File: config.mk
export PLATFORM = sky130hd
export DESIGN_NAME = mdu_iter
export DESIGN_NICKNAME = d
export VERILOG_FILES = /design/src/rtl/mdu_iter.sv
export SDC_FILE = /design/constraint.sdc
export NUM_CORES = 1
export LEC_CHECK = 0
export CELL_PAD_IN_SITES_DETAIL_PLACEMENT = 2
export CELL_PAD_IN_SITES_GLOBAL_PLACEMENT = 2
export CORE_MARGIN = 2
export CORE_UTILIZATION = 40
export CTS_CLUSTER_DIAMETER = 60
export CTS_CLUSTER_SIZE = 30
export DETAILED_ROUTE_END_ITERATION = 7
export PLACE_DENSITY_LB_ADDON = 0.1
export RECOVER_POWER = 100
export SYNTH_ARGS = -nofsm -noshare
export SYNTH_HDL_FRONTEND = slang
export SYNTH_SLANG_ARGS = --single-unit
File: constraint.sdc
create_clock -name clk -period 6.8 [get_ports clk]
set_clock_uncertainty 0.1 [all_clocks]
set_input_delay 2.04 -clock clk [delete_from_list [all_inputs] [get_ports clk]]
set_output_delay 2.04 -clock clk [all_outputs]
set_load 0.02 [all_outputs]
File: src/rtl/mdu_iter.sv
// mdu_iter: iterative multiply/divide unit for MULT, MULTU, DIV and DIVU.
//
// One operation runs at a time and walks through four states.
//   IDLE  captures the operands.
//   PREP  forms the magnitudes and records the signs.
//   RUN   does 32 radix-2 steps.
//   FIX   applies the sign corrections.
// Accepting a start at edge E0 gives a done pulse in the cycle after E34.
// The result is {HI, LO}: bits 63:32 go to HI and bits 31:0 go to LO.
//
// Ports:
//   clk     rising-edge clock
//   rst     asynchronous active-low reset
//   start   request a new operation; only accepted in IDLE
//   op      00 MULT, 01 MULTU, 10 DIV, 11 DIVU (sampled with start)
//   a       rs operand: multiplicand or dividend (sampled with start)
//   b       rt operand: multiplier or divisor (sampled with start)
//   flush   abort any in-flight operation; no done is produced
//   busy    registered; high in every state except IDLE
//   stall   combinational busy | (start & ~busy)
//   done    registered one-cycle pulse; result is valid while high
//   result  registered {HI, LO}; holds its value between done pulses

module mdu_iter (
    input  logic        clk,
    input  logic        rst,
    input  logic        start,
    input  logic [1:0]  op,
    input  logic [31:0] a,
    input  logic [31:0] b,
    input  logic        flush,
    output logic        busy,
    output logic        stall,
    output logic        done,
    output logic [63:0] result
);

    typedef enum logic [1:0] {StIdle, StPrep, StRun, StFix} state_e;

    state_e      state_q, state_d;
    logic [1:0]  op_q, op_d;
    logic [31:0] a_q, a_d;
    logic [31:0] b_q, b_d;
    logic [31:0] ma_q, ma_d;       // |a|: multiplicand, or dividend shifted out MSB first
    logic [31:0] mb_q, mb_d;       // |b|: multiplier shifted out LSB first, or divisor
    logic [63:0] acc_q, acc_d;     // product, or {remainder, quotient} while dividing
    logic [4:0]  cnt_q, cnt_d;
    logic        neg_quo_q, neg_quo_d;
    logic        neg_rem_q, neg_rem_d;
    logic        busy_q, busy_d;
    logic        done_q, done_d;
    logic [63:0] result_q, result_d;

    logic        is_div;
    logic        is_signed;
    logic [32:0] mul_sum;
    logic [32:0] div_shift;
    logic [32:0] div_diff;
    logic        div_qbit;
    logic [31:0] quo_fix;
    logic [31:0] rem_fix;
    logic [63:0] prod_fix;

    assign is_div    = op_q[1];
    assign is_signed = ~op_q[0];

    // Shift-add step: add the multiplicand into the upper half when the current
    // multiplier bit is set, then shift the whole accumulator right by one.
    assign mul_sum = {1'b0, acc_q[63:32]} + (mb_q[0] ? {1'b0, ma_q} : 33'd0);

    // Restoring step: bring in the next dividend bit and trial-subtract the divisor.
    // A clear borrow bit means the subtraction fits, so the quotient bit is 1.
    assign div_shift = {acc_q[63:32], ma_q[31]};
    assign div_diff  = div_shift - {1'b0, mb_q};
    assign div_qbit  = ~div_diff[32];

    assign quo_fix  = neg_quo_q ? (32'd0 - acc_q[31:0])  : acc_q[31:0];
    assign rem_fix  = neg_rem_q ? (32'd0 - acc_q[63:32]) : acc_q[63:32];
    assign prod_fix = neg_quo_q ? (64'd0 - acc_q)        : acc_q;

    always_comb begin
        state_d   = state_q;
        op_d      = op_q;
        a_d       = a_q;
        b_d       = b_q;
        ma_d      = ma_q;
        mb_d      = mb_q;
        acc_d     = acc_q;
        cnt_d     = cnt_q;
        neg_quo_d = neg_quo_q;
        neg_rem_d = neg_rem_q;
        result_d  = result_q;
        done_d    = 1'b0;

        unique case (state_q)
            StIdle: begin
                if (start && !flush) begin
                    op_d    = op;
                    a_d     = a;
                    b_d     = b;
                    state_d = StPrep;
                end
            end

            StPrep: begin
                ma_d      = (is_signed && a_q[31]) ? (32'd0 - a_q) : a_q;
                mb_d      = (is_signed && b_q[31]) ? (32'd0 - b_q) : b_q;
                neg_quo_d = is_signed & (a_q[31] ^ b_q[31]);
                neg_rem_d = is_signed & a_q[31];
                acc_d     = 64'd0;
                cnt_d     = 5'd31;
                state_d   = StRun;
            end

            StRun: begin
                if (is_div) begin
                    acc_d[63:32] = div_qbit ? div_diff[31:0] : div_shift[31:0];
                    acc_d[31:0]  = {acc_q[30:0], div_qbit};
                    ma_d         = {ma_q[30:0], 1'b0};
                end else begin
                    acc_d = {mul_sum, acc_q[31:1]};
                    mb_d  = {1'b0, mb_q[31:1]};
                end
                if (cnt_q == 5'd0) begin
                    state_d = StFix;
                end else begin
                    cnt_d = cnt_q - 5'd1;
                end
            end

            StFix: begin
                if (is_div) begin
                    // Divide by zero returns the raw dividend in HI and all ones in LO.
                    if (b_q == 32'd0) begin
                        result_d = {a_q, 32'hFFFF_FFFF};
                    end else begin
                        result_d = {rem_fix, quo_fix};
                    end
                end else begin
                    result_d = prod_fix;
                end
                done_d  = 1'b1;
                state_d = StIdle;
            end

            default: state_d = StIdle;
        endcase

        // Flush overrides everything, including a start in the same cycle.
        if (flush) begin
            state_d  = StIdle;
            done_d   = 1'b0;
            result_d = result_q;
        end

        busy_d = (state_d != StIdle);
    end

    always_ff @(posedge clk or negedge rst) begin
        if (!rst) begin
            state_q   <= StIdle;
            op_q      <= 2'd0;
            a_q       <= 32'd0;
            b_q       <= 32'd0;
            ma_q      <= 32'd0;
            mb_q      <= 32'd0;
            acc_q     <= 64'd0;
            cnt_q     <= 5'd0;
            neg_quo_q <= 1'b0;
            neg_rem_q <= 1'b0;
            busy_q    <= 1'b0;
            done_q    <= 1'b0;
            result_q  <= 64'd0;
        end else begin
            state_q   <= state_d;
            op_q      <= op_d;
            a_q       <= a_d;
            b_q       <= b_d;
            ma_q      <= ma_d;
            mb_q      <= mb_d;
            acc_q     <= acc_d;
            cnt_q     <= cnt_d;
            neg_quo_q <= neg_quo_d;
            neg_rem_q <= neg_rem_d;
            busy_q    <= busy_d;
            done_q    <= done_d;
            result_q  <= result_d;
        end
    end

    assign busy   = busy_q;
    assign done   = done_q;
    assign result = result_q;
    assign stall  = busy_q | (start & ~busy_q);

endmodule

[After elaboration in Yosys (flattened, before gate mapping)]
Cells that the tools add are included.
Operators by class
  bitwise gates (word level): 9
  reductions and logical operators: 14
  eq/ne operators: 6
  multiplexer cells: 23
  add/subtract/negate cells: 8
Operators with widths (count)
  $mux W32: 8
  $mux W64: 4
  $pmux W32 S2: 2
  $pmux W64 S2: 1
  $sub A1 B32 Y32 const A: 4
  $sub A1 B64 Y64 const A: 1
  $add A32 B32 Y33: 1
  $sub A33 B32 Y33: 1
  $logic_not A32 Y1: 1
  $pmux W5 S2: 1
  $reduce_and A2 Y1: 5
  $pmux W2 S4: 1
  $mux W2: 3
  $ne A2 B2 Y1 const B: 3
  $logic_not A5 Y1: 1
  $mux W5: 1
  $sub A5 B1 Y5 const B: 1
  $eq A2 B2 Y1 const B: 2
  $not A1 Y1: 4
  $reduce_bool A2 Y1: 2
  $and A1 B1 Y1: 3
  $logic_and A1 B1 Y1: 3
  $eq A2 B1 Y1 const B: 1
  $logic_not A2 Y1: 1
  other kinds (4): 5
Storage, ports and cells
  output and inout port bits: 67
  flip-flop bits (word level): 269

[Longest topological paths before layout]
  depth in word-level cells: 6
  gate-level depth with buffers: 14
  depth with buffers taken out: 13

[Worst setup path before layout]
Ideal clock, no wire load.
  path kind: input port to output port
  start point: input start
  end point: output stall
  arrival time: 2.377 ns
  path buffers: 0
  data required time: 4.660 ns
  cell stages on the path: 1
  path slack: 2.283 ns
  path through: or2_2
Between the ends
  longest elaborated chain between the ends: 2
RTL lines
  from (decl): RTL line 27  | input logic start,
  $and A1 B1 Y1: RTL line 194  | assign stall = busy_q | (start & ~busy_q);
  $or A1 B1 Y1: RTL line 194
  to (decl): RTL line 33  | output logic stall,
Every way passes these cells.

[Worst setup path after layout]
Ends and elaborated chain as after synthesis.

==> flow_metrics.env <==
export IMPL_status="finished with violations"
export IMPL_failed_checks="max-capacitance violations, max-slew violations"
export IMPL_final_cell_mix="271 x nand2_1, 269 x o21ai_0, 267 x dfrtp_1, 168 x a21oi_1, 143 x nor2_1"
export IMPL_synth_area_um2=19200
export IMPL_synthFlopType="dfrtp_1"
export IMPL_synthToLayoutAreaGrowth_pct=15.9
export IMPL_synth_nets=2432
export IMPL_hold_violations=0
export IMPL_fmax_mhz=175
export IMPL_drt_total_wl_um=77400
export IMPL_drc_errors=0
export IMPL_setup_tns_ns=0
export IMPL_drt_pre_antenna_iters=5
export IMPL_hpwl_um=56200
export IMPL_synth_cell_types=71
export IMPL_critPathSlowestCell="dlygate4sd3_1"
export IMPL_ir_drop_mv=0.537
export IMPL_core_area_um2=47500
export IMPL_crit_top_cell="dlygate4sd3_1"
export IMPL_cts_tree="done"
export IMPL_worstSetupPathType="primary input to output pin"
export IMPL_leakagePower_nw=9.44
export IMPL_layout_commonest_cell="nand2_1"
export IMPL_grt_util_all_layers=0.314
export IMPL_ys_ff_latch=269
export IMPL_required_ns=4.66
export IMPL_ctsLongestPathBuffers=3
export IMPL_core_rowCount=80
export IMPL_fin_nets=2485
export IMPL_stdcell_area_um2=22200
export IMPL_busiest_layer="met2"
export IMPL_synthesis_instances=2284
export IMPL_overflow=0
export IMPL_fin_crit_ns=5.71
export IMPL_synth_top_cells_by_area="dfrtp_1 35%, o21ai_0 6.9%, nand2_1 5.3%"
export IMPL_maxSlewHeadroom=-1.41
export IMPL_grt_antenna_before_repair=5
export IMPL_fin_ws_ns=1.09
export IMPL_cts_root_buffer="clkbuf_16"
export IMPL_tightest_slew_ns=3.61
export IMPL_initial_core_util=0.403
export IMPL_hold_class="register to register"
export IMPL_drive_gt1_frac=0.0854
export IMPL_period_share=0.839
export IMPL_critPathArrivalTime_ns=3.57
export IMPL_post_dp_cell_area_um2=21000
export IMPL_hold_ws_ns=0.400
export IMPL_gp_congestion=0.908
export IMPL_finish_utilization=0.467
export IMPL_total_power_mw=11.5
export IMPL_internal_power_mw=5.81
export IMPL_async_flop_share=1.00
export IMPL_synth_top_cell_by_area="dfrtp_1"
export IMPL_grt_pass1_wl_um=121000
export IMPL_dieArea_um2=49700
export IMPL_met2_usage=0.507
export IMPL_slowest_delay_ns=0.66
export IMPL_setup_viol=0
export IMPL_clock_power_share=0.179
export IMPL_cp_max_fo=3
export IMPL_numPortBuffers=136
export IMPL_slew_viol_final=544
export IMPL_cts_buffers_inserted=35
export IMPL_clock_sinks=269
export IMPL_drt_iter0_markers=1209
export IMPL_placed_cells_incl_taps=2915
export IMPL_avgViaCountPerCell=6.08
export IMPL_use_met3=0.0410
export IMPL_met1_usage=0.435
export IMPL_path_clk_slew_ns=0.05
export IMPL_wl_per_cell_um=26.0
export IMPL_vias=18100
export IMPL_htreeDepth=2
export IMPL_avgSynthCellArea_um2=8.39
export IMPL_crit_path_cell_trace="dlygate4sd3_1, or2_2, dlygate4sd3_1"
export IMPL_power_share_switching=0.496
export IMPL_synth_edf_count=0
export IMPL_post_cts_buffers=0
export IMPL_cap_violations=10
export IMPL_crit_family="buffers and inverters"
export IMPL_die_w_um=223
export IMPL_fin_cells=2981
export IMPL_pwr_share_comb=0.550
export IMPL_power_frac_seq=0.272
export IMPL_synth_top_area_frac=0.351
export IMPL_grt_max_degree=107
export IMPL_yosysWarningCount=0
export IMPL_rsz0062_at_grt="no"
export IMPL_holdBufCountCts=0
export IMPL_yosysSeqAreaShare=0.351
export IMPL_ios=137
export IMPL_start_kind="primary input"
export IMPL_p_per_area_nw_per_um2=520
export IMPL_crit_path_end_kind="output pin"
export IMPL_dp_slack_ns=1.33
export IMPL_die_h_um=223
export IMPL_grt_pass1_vias=19800
export IMPL_insertion_delay_ns=0.57
export IMPL_worst_path_buf_inv=2
export IMPL_final_antenna_net_count=0
export IMPL_post_cts_resized=0
export IMPL_switching_power_mw=5.73
[metal layers]
metal,part of all wire,up-vias
met2,0.47,443
met3,0.049,109
met4,0.030,0
li1,-,8218
met1,0.45,9344
met5,0,-
[worst reg2reg max path, stage by stage (launching register included)]
cell	delay (ns)
dfrtp_1	0.40
inv_1	0.13
ha_1	0.31
clkbuf_1	2.02
clkinv_1	0.39
clkbuf_1	0.77
nor2_1	0.88
nand2_1	0.28
o221ai_1	0.27
[cell families after synthesis]
| family | after synthesis | synth area share |
|---|---|---|
| AOI/OAI and AO/OA | 677 | 0.210 |
| xor gates and xnor gates | 198 | 0.0905 |
| adders and majority gates | 78 | 0.0517 |
| buffers and inverters | 243 | 0.0478 |
| DFF | 269 | 0.351 |
| muxes | 149 | 0.0834 |
| and+or+nand+nor | 670 | 0.165 |
[power groups by stage]
stage / clock network (mW) / logic (mW) / registers (mW)
2_1_floorplan: 0 / 4.23 / 2.86
3_3_place_gp: 0 / 5.99 / 3.09
3_5_place_dp: 0 / 6.27 / 3.14
4_1_cts: 2.10 / 6.36 / 3.12
5_1_grt: 2.15 / 6.98 / 3.22
6_report: 2.06 / 6.34 / 3.13
[synth_stat cells, types with 3 or more instances]
master	count
buf_1	15
o21a_1	7
nand2_1	271
or4_1	15
nor4b_1	3
nand3_1	33
o211ai_1	19
o41ai_1	18
or3_1	35
and4_1	3
mux2i_1	63
a221oi_1	3
xor2_1	90
dfrtp_1	269
or2_2	13
and3_1	10
a21o_1	20
nand3b_1	3
clkbuf_1	130
o22ai_1	39
nor2_1	143
mux2_2	86
o31ai_1	24
nand4_1	14
a211oi_1	34
inv_1	93
nand2b_1	20
xnor2_1	108
o21ai_1	7
nor2b_1	16
nor4_1	17
o21bai_1	5
nor3_1	25
a22oi_1	11
a21oi_1	169
o2111ai_1	5
or4_4	6
o21ai_0	265
a31oi_1	9
and2_1	35
ha_1	76
o221ai_1	19
[worst paths after layout]
path / cells after the start / slack [ns] / end / from
hold reg to reg: 2 / 0.40 / result[49] / result[49]
hold / removal: 2 / 0.40 / result[49] / result[49]
min in group asynchronous: 1 / 1.39 / mb_q[11] / rst
max in group asynchronous: 2 / 1.95 / acc_q[15] / rst
setup / recovery: 3 / 1.09 / stall / start
setup reg to reg: 8 / 1.15 / acc_q[58] / state_q[0]
[state kept, by name, summed over array words and instances (netlist names)]
register   count
cnt_q          5
busy           1
mb_q          32
acc_q         64
ma_q          32
neg_rem_q      1
op_q           2
a_q           32
result        64
done           1
neg_quo_q      1
b_q           32
state_q        2
[layout make-up]
type | instances | area [µm²]
antenna | 2 | 5.00
fill | 5225 | 25300
inverter | 95 | 357
sequential | 269 | 6740
multi-input combinational | 1772 | 11600
clock buffer | 37 | 915
clock inverter | 27 | 338
tap | 615 | 769
timing repair buffer | 164 | 1530
Note: power is estimated with default switching activity, not from simulation.
